`config.mk`:
```
export PLATFORM = sky130hd
export DESIGN_NAME = sequence_collector
export DESIGN_NICKNAME = d
export VERILOG_FILES = /design/src/rtl/sequence_collector.sv
export SDC_FILE = /design/constraint.sdc
export NUM_CORES = 1
export LEC_CHECK = 0
export BUFFER_PORTS_ARGS = -buffer_cell sky130_fd_sc_hd__buf_2
export CAP_MARGIN = 10
export CORE_ASPECT_RATIO = 1.25
export CORE_MARGIN = 4
export CORE_UTILIZATION = 56
export CTS_BUF_LIST = sky130_fd_sc_hd__clkbuf_8
export DETAILED_ROUTE_END_ITERATION = 10
export HOLD_SLACK_MARGIN = 0.08
export PLACE_DENSITY = 0.79
export SLEW_MARGIN = 25
export SYNTH_ARGS = -nofsm -noshare
export SYNTH_HDL_FRONTEND = slang
export SYNTH_SLANG_ARGS = --single-unit
```
`constraint.sdc`:
```
create_clock -name clk -period 4.4 [get_ports clk]
set_clock_uncertainty 0.1 [all_clocks]
set_input_delay 0.88 -clock clk [delete_from_list [all_inputs] [get_ports clk]]
set_output_delay 0.88 -clock clk [all_outputs]
set_load 0.01 [all_outputs]
```
`src/rtl/sequence_collector.sv`:
```
// Collects generator samples into a show-ahead FIFO and keeps per-run count/sum/min/max.
// A run closes on the rising edge of in_done; statistics are published once the FIFO drains.
module sequence_collector #(
  parameter int DATA_W = 32,
  parameter int DEPTH  = 8,
  parameter int SUM_W  = 48,
  parameter int CNT_W  = 16
) (
  input  logic                     clk,
  input  logic                     rst,
  input  logic                     in_valid,
  input  logic signed [DATA_W-1:0] in_value,
  input  logic                     in_done,
  output logic                     out_valid,
  input  logic                     out_ready,
  output logic signed [DATA_W-1:0] out_value,
  output logic                     stats_valid,
  output logic        [CNT_W-1:0]  stat_count,
  output logic signed [SUM_W-1:0]  stat_sum,
  output logic signed [DATA_W-1:0] stat_min,
  output logic signed [DATA_W-1:0] stat_max,
  output logic                     overflow,
  output logic                     busy
);
  localparam int AW = $clog2(DEPTH);

  typedef enum logic [1:0] {IDLE, COLLECT, DRAIN, REPORT} state_t;

  state_t                   state;
  logic                     in_done_q;
  logic [AW:0]              wr_ptr;
  logic [AW:0]              rd_ptr;
  logic [DATA_W-1:0]        mem [DEPTH];
  logic                     done_rise;
  logic                     fifo_empty;
  logic                     fifo_full;
  logic                     pop;
  logic                     start_run;
  logic                     accept;
  logic                     push_ok;
  logic signed [SUM_W-1:0]  sample_ext;

  assign done_rise  = in_done & ~in_done_q;
  assign fifo_empty = (wr_ptr == rd_ptr);
  assign fifo_full  = (wr_ptr[AW] != rd_ptr[AW]) && (wr_ptr[AW-1:0] == rd_ptr[AW-1:0]);
  assign out_valid  = ~fifo_empty;
  assign out_value  = fifo_empty ? '0 : mem[rd_ptr[AW-1:0]];
  assign pop        = out_valid & out_ready;
  assign start_run  = (state == IDLE) & in_valid & ~in_done;
  assign accept     = start_run | ((state == COLLECT) & in_valid);
  // A pop in the same cycle frees the slot, so a full FIFO can still take the push.
  assign push_ok    = accept & (~fifo_full | pop);
  assign sample_ext = SUM_W'(in_value);

  always_ff @(posedge clk or posedge rst) begin
    if (rst) begin
      wr_ptr <= '0;
      rd_ptr <= '0;
    end else begin
      if (push_ok) wr_ptr <= wr_ptr + (AW+1)'(1);
      if (pop)     rd_ptr <= rd_ptr + (AW+1)'(1);
    end
  end

  always_ff @(posedge clk) begin
    if (push_ok) mem[wr_ptr[AW-1:0]] <= in_value;
  end

  always_ff @(posedge clk or posedge rst) begin
    if (rst) begin
      state       <= IDLE;
      in_done_q   <= 1'b0;
      stats_valid <= 1'b0;
      busy        <= 1'b0;
      overflow    <= 1'b0;
      stat_count  <= '0;
      stat_sum    <= '0;
      stat_min    <= '0;
      stat_max    <= '0;
    end else begin
      in_done_q   <= in_done;
      stats_valid <= 1'b0;

      // Dropped samples still count toward the statistics.
      if (accept && !push_ok) overflow <= 1'b1;

      if (start_run) begin
        stat_count <= CNT_W'(1);
        stat_sum   <= sample_ext;
        stat_min   <= in_value;
        stat_max   <= in_value;
        overflow   <= 1'b0;
      end else if (accept) begin
        if (stat_count != '1) stat_count <= stat_count + CNT_W'(1);
        stat_sum <= stat_sum + sample_ext;
        if (in_value < stat_min) stat_min <= in_value;
        if (in_value > stat_max) stat_max <= in_value;
      end

      case (state)
        IDLE: begin
          if (start_run) begin
            state <= COLLECT;
            busy  <= 1'b1;
          end else if (done_rise) begin
            state       <= REPORT;
            stats_valid <= 1'b1;
            stat_count  <= '0;
            stat_sum    <= '0;
            stat_min    <= '0;
            stat_max    <= '0;
            overflow    <= 1'b0;
          end
        end
        COLLECT: begin
          if (done_rise) state <= DRAIN;
        end
        DRAIN: begin
          if (fifo_empty) begin
            state       <= REPORT;
            busy        <= 1'b0;
            stats_valid <= 1'b1;
          end
        end
        default: begin
          state <= IDLE;
        end
      endcase
    end
  end
endmodule

```
Word level (Yosys, flattened, before mapping)
Memory sizes are Yosys's and may differ from the RTL's.
Index checks and enable logic that the tools add are counted.
- register bits: 142
- latch bits: 0
- RAM bits: 256
- bits in read-only memories: 0
- output and inout bits: 164
- memories: 1
- add/sub/neg operators: 4
- multiply operators: 0
- div/mod/pow operators: 0
- $lt $le $gt $ge: 2
- equality and inequality tests: 10
- shift operators: 0
- multiplexer cells: 43
- bitwise logic cells: 12
- reduce and logical (&&, ||, !) cells: 7
- memory list (memory ; words ; bits a word ; read ports ; clocked after memory_dff ; write ports ; line ; RTL):
    mem ; 8 ; 32 ; 1 ; 0 ; 1 ; 33 ; logic [DATA_W-1:0] mem [DEPTH];
- operator list (cell ; number):
    2-to-1 mux 32 bit ; 13
    2-to-1 mux 48 bit ; 5
    2-to-1 mux 16 bit ; 6
    adder 48 x 32 -> 48 bit ; 1
    > comparator 32 bit ; 1
    less-than comparator 32 bit ; 1
    adder 16 x 1 -> 16 bit, second input constant ; 1
    inequality test 16 bit, second input constant ; 1
    2-to-1 mux 1 bit ; 12
    adder 4 x 1 -> 4 bit, second input constant ; 2
    2-to-1 mux 2 bit ; 4
    bitwise AND 1 bit ; 6
    inequality test 2 bit, second input constant ; 3
    one-hot mux 2 bit (3 select lines) ; 1
    AND reduction 3 bit ; 2
    == test 4 bit ; 1
    inverter 1 bit ; 4
    one-hot mux 1 bit (2 select lines) ; 2
    == test 3 bit ; 1
    inequality test 3 bit, second input constant ; 1
    == test 2 x 1 -> 1 bit, second input constant ; 1
    == test 2 bit, second input constant ; 1
    logical AND 1 bit ; 2
    logical NOT 2 bit ; 1
    4 further kinds ; 5

Longest topological paths before layout
- depth after elaboration: 12
- gate-level depth with buffers: 12
- depth with buffers taken out: 11

Worst setup path before layout
OpenSTA, ideal clock, no wires.
- kind: in2reg
- start point: input in_done
- end point: memory mem[4][0], enable pin
- library setup time: 0.468 ns
- data arrival time: 4.381 ns
- setup slack: -0.549 ns
- cell stages on the path: 6
- buffers on the path: 1
- cells stage by stage: inv_1 > and3_1 > clkbuf_1 > nor2_1 > or3_1 > nor3b_1
- longest elaborated chain between the ends: 6
- RTL lines (what ; line ; RTL):
    from (decl) ; 13 ; input logic in_done,
    inverter 1 bit ; 49 ; assign start_run = (state == IDLE) & in_valid & ~in_done;
    bitwise AND 1 bit ; 49 ;
    bitwise OR 1 bit ; 50 ; assign accept = start_run | ((state == COLLECT) & in_valid);
    bitwise AND 1 bit ; 52 ; assign push_ok = accept & (~fifo_full | pop);
    2-to-1 mux 1 bit ; 66 ; if (push_ok) mem[wr_ptr[AW-1:0]] <= in_value;
    2-to-1 mux 1 bit (implied by the code) ; 66 ;
    to (decl) ; 33 ;
Every way passes these cells.

Final worst setup path
- start point: register rd_ptr[0]
- end point: output out_value[13]
- longest elaborated chain between the ends: 2
- RTL lines (what ; line ; RTL):
    from (decl) ; 32 ; logic [AW:0] rd_ptr;
    from (signal assigned) ; 61 ; if (pop) rd_ptr <= rd_ptr + (AW+1)'(1);
    memory read (8 x 32 bit) or == test 4 bit (tied branches) ; n/a ;
    2-to-1 mux 32 bit * ; 47 ; assign out_value = fifo_empty ? '0 : mem[rd_ptr[AW-1:0]];
    to (decl) ; 16 ; output logic signed [DATA_W-1:0] out_value,
Mark *: on every way between the ends. The rest lies on a longest branch, timed or not.

==> impl_metrics.py <==
metrics = {
    "die": {
        "rows": 77,
        "die_area_um2": 39400,
        "dieWidth_um": 178.4,
        "start_util_pct": 56.98,
        "core_um2": 35650,
        "fp.dieH_um": 220.9,
        "pin_count": 201,
    },
    "detailed_routing": {
        "detailroute.via_count": 14650,
        "detail_route.iter0.violations": 1113,
        "totalWireLength_um": 54710,
        "detail_route.wl_per_cell_um": 22.79,
        "antenna_violating_nets_remaining": 0,
        "remaining_drc_errors": 0,
        "drt_pre_antenna_iters": 5,
        "route.detailed.vias_per_inst": 6.100,
    },
    "grt": {
        "grt_start_max_net_pins": 70,
        "globalRouteTotalUtil_pct": 27.75,
        "grt-ovfl-total": 0,
        "wire_length_of_the_first_global_routing_pass_um": 85010,
        "grt_pass1_vias": 15090,
        "initial_antenna_violation_count": 4,
    },
    "timing": {
        "maxSlewViolCount": 0,
        "timing.max_slew.rel_slack_pct": 27.90,
        "report.final.setup_viol": 0,
        "worst_slew_pin_tran_ps": 1074,
        "postLayoutSetupSlackWorst_ps": 565.9,
        "period_minus_slack_ps": 3834,
        "fmax_mhz": 260.8,
        "timing_hold_violations_final": 0,
        "fin_crit_sh_pct": 87.14,
        "grt_setup_unrepaired": "no",
    },
    "power": {
        "power.density_nw_per_um2": 664.4,
        "vdd.ir_drop.worst_mv": 0.4052,
        "cellLeakagePower_nw": 9.888,
        "power_mw": 15.37,
    },
    "clocking": {
        "clk_latency_ps": 640,
        "cts_h_tree_lvls": 2,
        "hold_bufs_inserted_after_cts": 0,
        "post_cts_setup_driven_buffer_insertion_count": 0,
        "clkTransAtPathRegs_ps": 70,
        "cts_tree": "done",
        "clock_sinks": 398,
        "post_cts.resized_instances": 0,
        "clock_tree_buffer_depth": 3,
        "cts_buf_count": 60,
        "clk_root_buffer_cell": "clkbuf_8",
    },
    "yosys": {
        "ys_seq_area_share_pct": 55.34,
        "synth_ff_type": "edfxtp_1",
        "syn_inst": 1667,
        "synth_fp_nets": 1822,
        "synth_top_cells_by_area": "edfxtp_1 38%, dfrtp_1 17%, ha_1 7.2%, mux4_2 7.1%, mux2i_1 3.4%",
        "synthDominantCellAreaShare_pct": 37.84,
        "synth_commonest_cells": "256 x edfxtp_1, 163 x nand2_1, 142 x dfrtp_1",
        "asyncSetResetFlopFracSynth_pct": 35.68,
        "synth-edff-count": 256,
        "yosys_synthesis_warning_count": 0,
        "post_synth.cell_area_avg_um2": 12.19,
        "ys_types": 73,
        "synthDominantAreaCellType": "edfxtp_1",
        "synth-seq-cells": 398,
        "yosys.cell_count.top_type": "edfxtp_1",
        "syn_std_cell_area_um2": 20310,
    },
    "worst_setup_path": {
        "timing.critical_path.arrival_ps": 2850,
        "worst-path-max-fanout": 42,
        "worstSetupStartpointType": "register",
        "required_ps": 3420,
        "crit_type": "register to output port",
        "endpoint_kind": "output port",
    },
    "layout": {
        "nNetsFinal": 2040,
        "num-fill-cells": 2707,
        "drive_gt1_share_pct": 21.78,
        "layout.cells.non_filler": 2401,
        "area_growth_pct": 13.91,
    },
    "placement": {
        "gp_congestion": 0.9455,
        "dp_hpwl_um": 39010,
        "buffer_ports.inserted": 200,
        "pre_cts_slack_ps": 264.4,
        "dp_cells": 2296,
    },
    "status": {
        "run_status": "finished clean",
    },
    "min_path": {
        "timing.hold.worst.class": "primary input to asynchronous set/reset pin",
    },
    "flow_run": {
        "cap_viol_max_count": 0,
    },
}
per-layer routing:
| metal | wire [um] | global-route usage (%) | vias to the layer above |
|---|---|---|---|
| met2 | 27840 | 47.48 | 562 |
| li1 | - | - | 6650 |
| met1 | 20760 | 34.78 | 7298 |
| met5 | 12 | 0 | - |
| met4 | 2218 | 11.05 | 2 |
| met3 | 3883 | 5.207 | 133 |
cells in the final DEF (no fill, tap or decap), types with 36 or more instances in the layout:
cell and count:
a21oi_1 93, buf_2 200, buf_4 36, clkbuf_8 64
dfrtp_1 139, edfxtp_1 256, ha_1 117, inv_1 98
mux2i_1 68, mux4_2 64, nand2_1 161, nand3_1 55
nor2_1 103, o21ai_0 105
final cells by class:
type	count	area (um^2)	area share, %
well taps	474	593.1	2.563
clock buffers	64	880.8	3.807
diodes	3	7.507	0.03244
flip-flops and latches	398	11250	48.60
repair buffers	243	1419	6.132
inverters	83	315.3	1.363
multi-input cells	1099	8482	36.66
clock inverters	37	195.2	0.8435
through the flow:
step	TNS (ps)	area (um^2)	utilization [%]	hold slack, ps
2_1_floorplan	-53120	20330	-	361.7
3_3_place_gp	0	22030	61.80	378.7
3_5_place_dp	0	22030	61.80	387.6
4_1_cts	0	23100	64.82	252.0
5_1_grt	0	23140	64.91	240.8
6_report	0	23140	64.91	219.5
final timing paths:
| kind | start | end | slack (ps) | cells past startpoint |
|---|---|---|---|---|
| worst max-delay path | rd_ptr[0]$_DFFE_PP0P_ | out_value[13] | 570 | 5 |
| worst min-delay path | rst | stat_min[9]$_DFF_PP0_ | 220 | 2 |
| worst max register to register | stat_min[9]$_DFF_PP0_ | stat_min[5]$_DFF_PP0_ | 950 | 11 |
| worst min register to register | wr_ptr[3]$_DFFE_PP0P_ | wr_ptr[3]$_DFFE_PP0P_ | 390 | 1 |
| max in group asynchronous | rst | rd_ptr[0]$_DFFE_PP0P_ | 3020 | 4 |
| min in group clk | in_done | in_done_q$_DFF_PP0_ | 290 | 1 |
power breakdown:
part	switching [mW]	internal, mW	leakage, nW
sequential	0.696	4.75	4.12
combinational	4.13	3.00	5.15
clock	1.40	1.39	0.614
total	6.23	9.15	9.89
registers in the layout, summed over array words and instances, names as in the netlist:
signal       cells
overflow         1
in_done_q        1
mem            256
stat_max        32
stat_min        32
stats_valid      1
stat_sum        48
busy             1
rd_ptr           4
wr_ptr           4
stat_count      16
state            2
cells by family after synthesis:
group	after synthesis	synth area share [%]
fa+ha+maj	118	7.305
buf+inv	170	3.289
compound gates	352	11.06
simple gates	432	9.738
xor+xnor	63	2.716
mux	134	10.56
flops	398	55.34
worst max-delay path, cell delays in order (launching register included):
cell and delay [ps]:
dfrtp_4 780, buf_12 370, mux4_2 550, mux2i_1 270, nor2_1 70, buf_2 150
No activity file was read; power rests on OpenSTA's default activity.
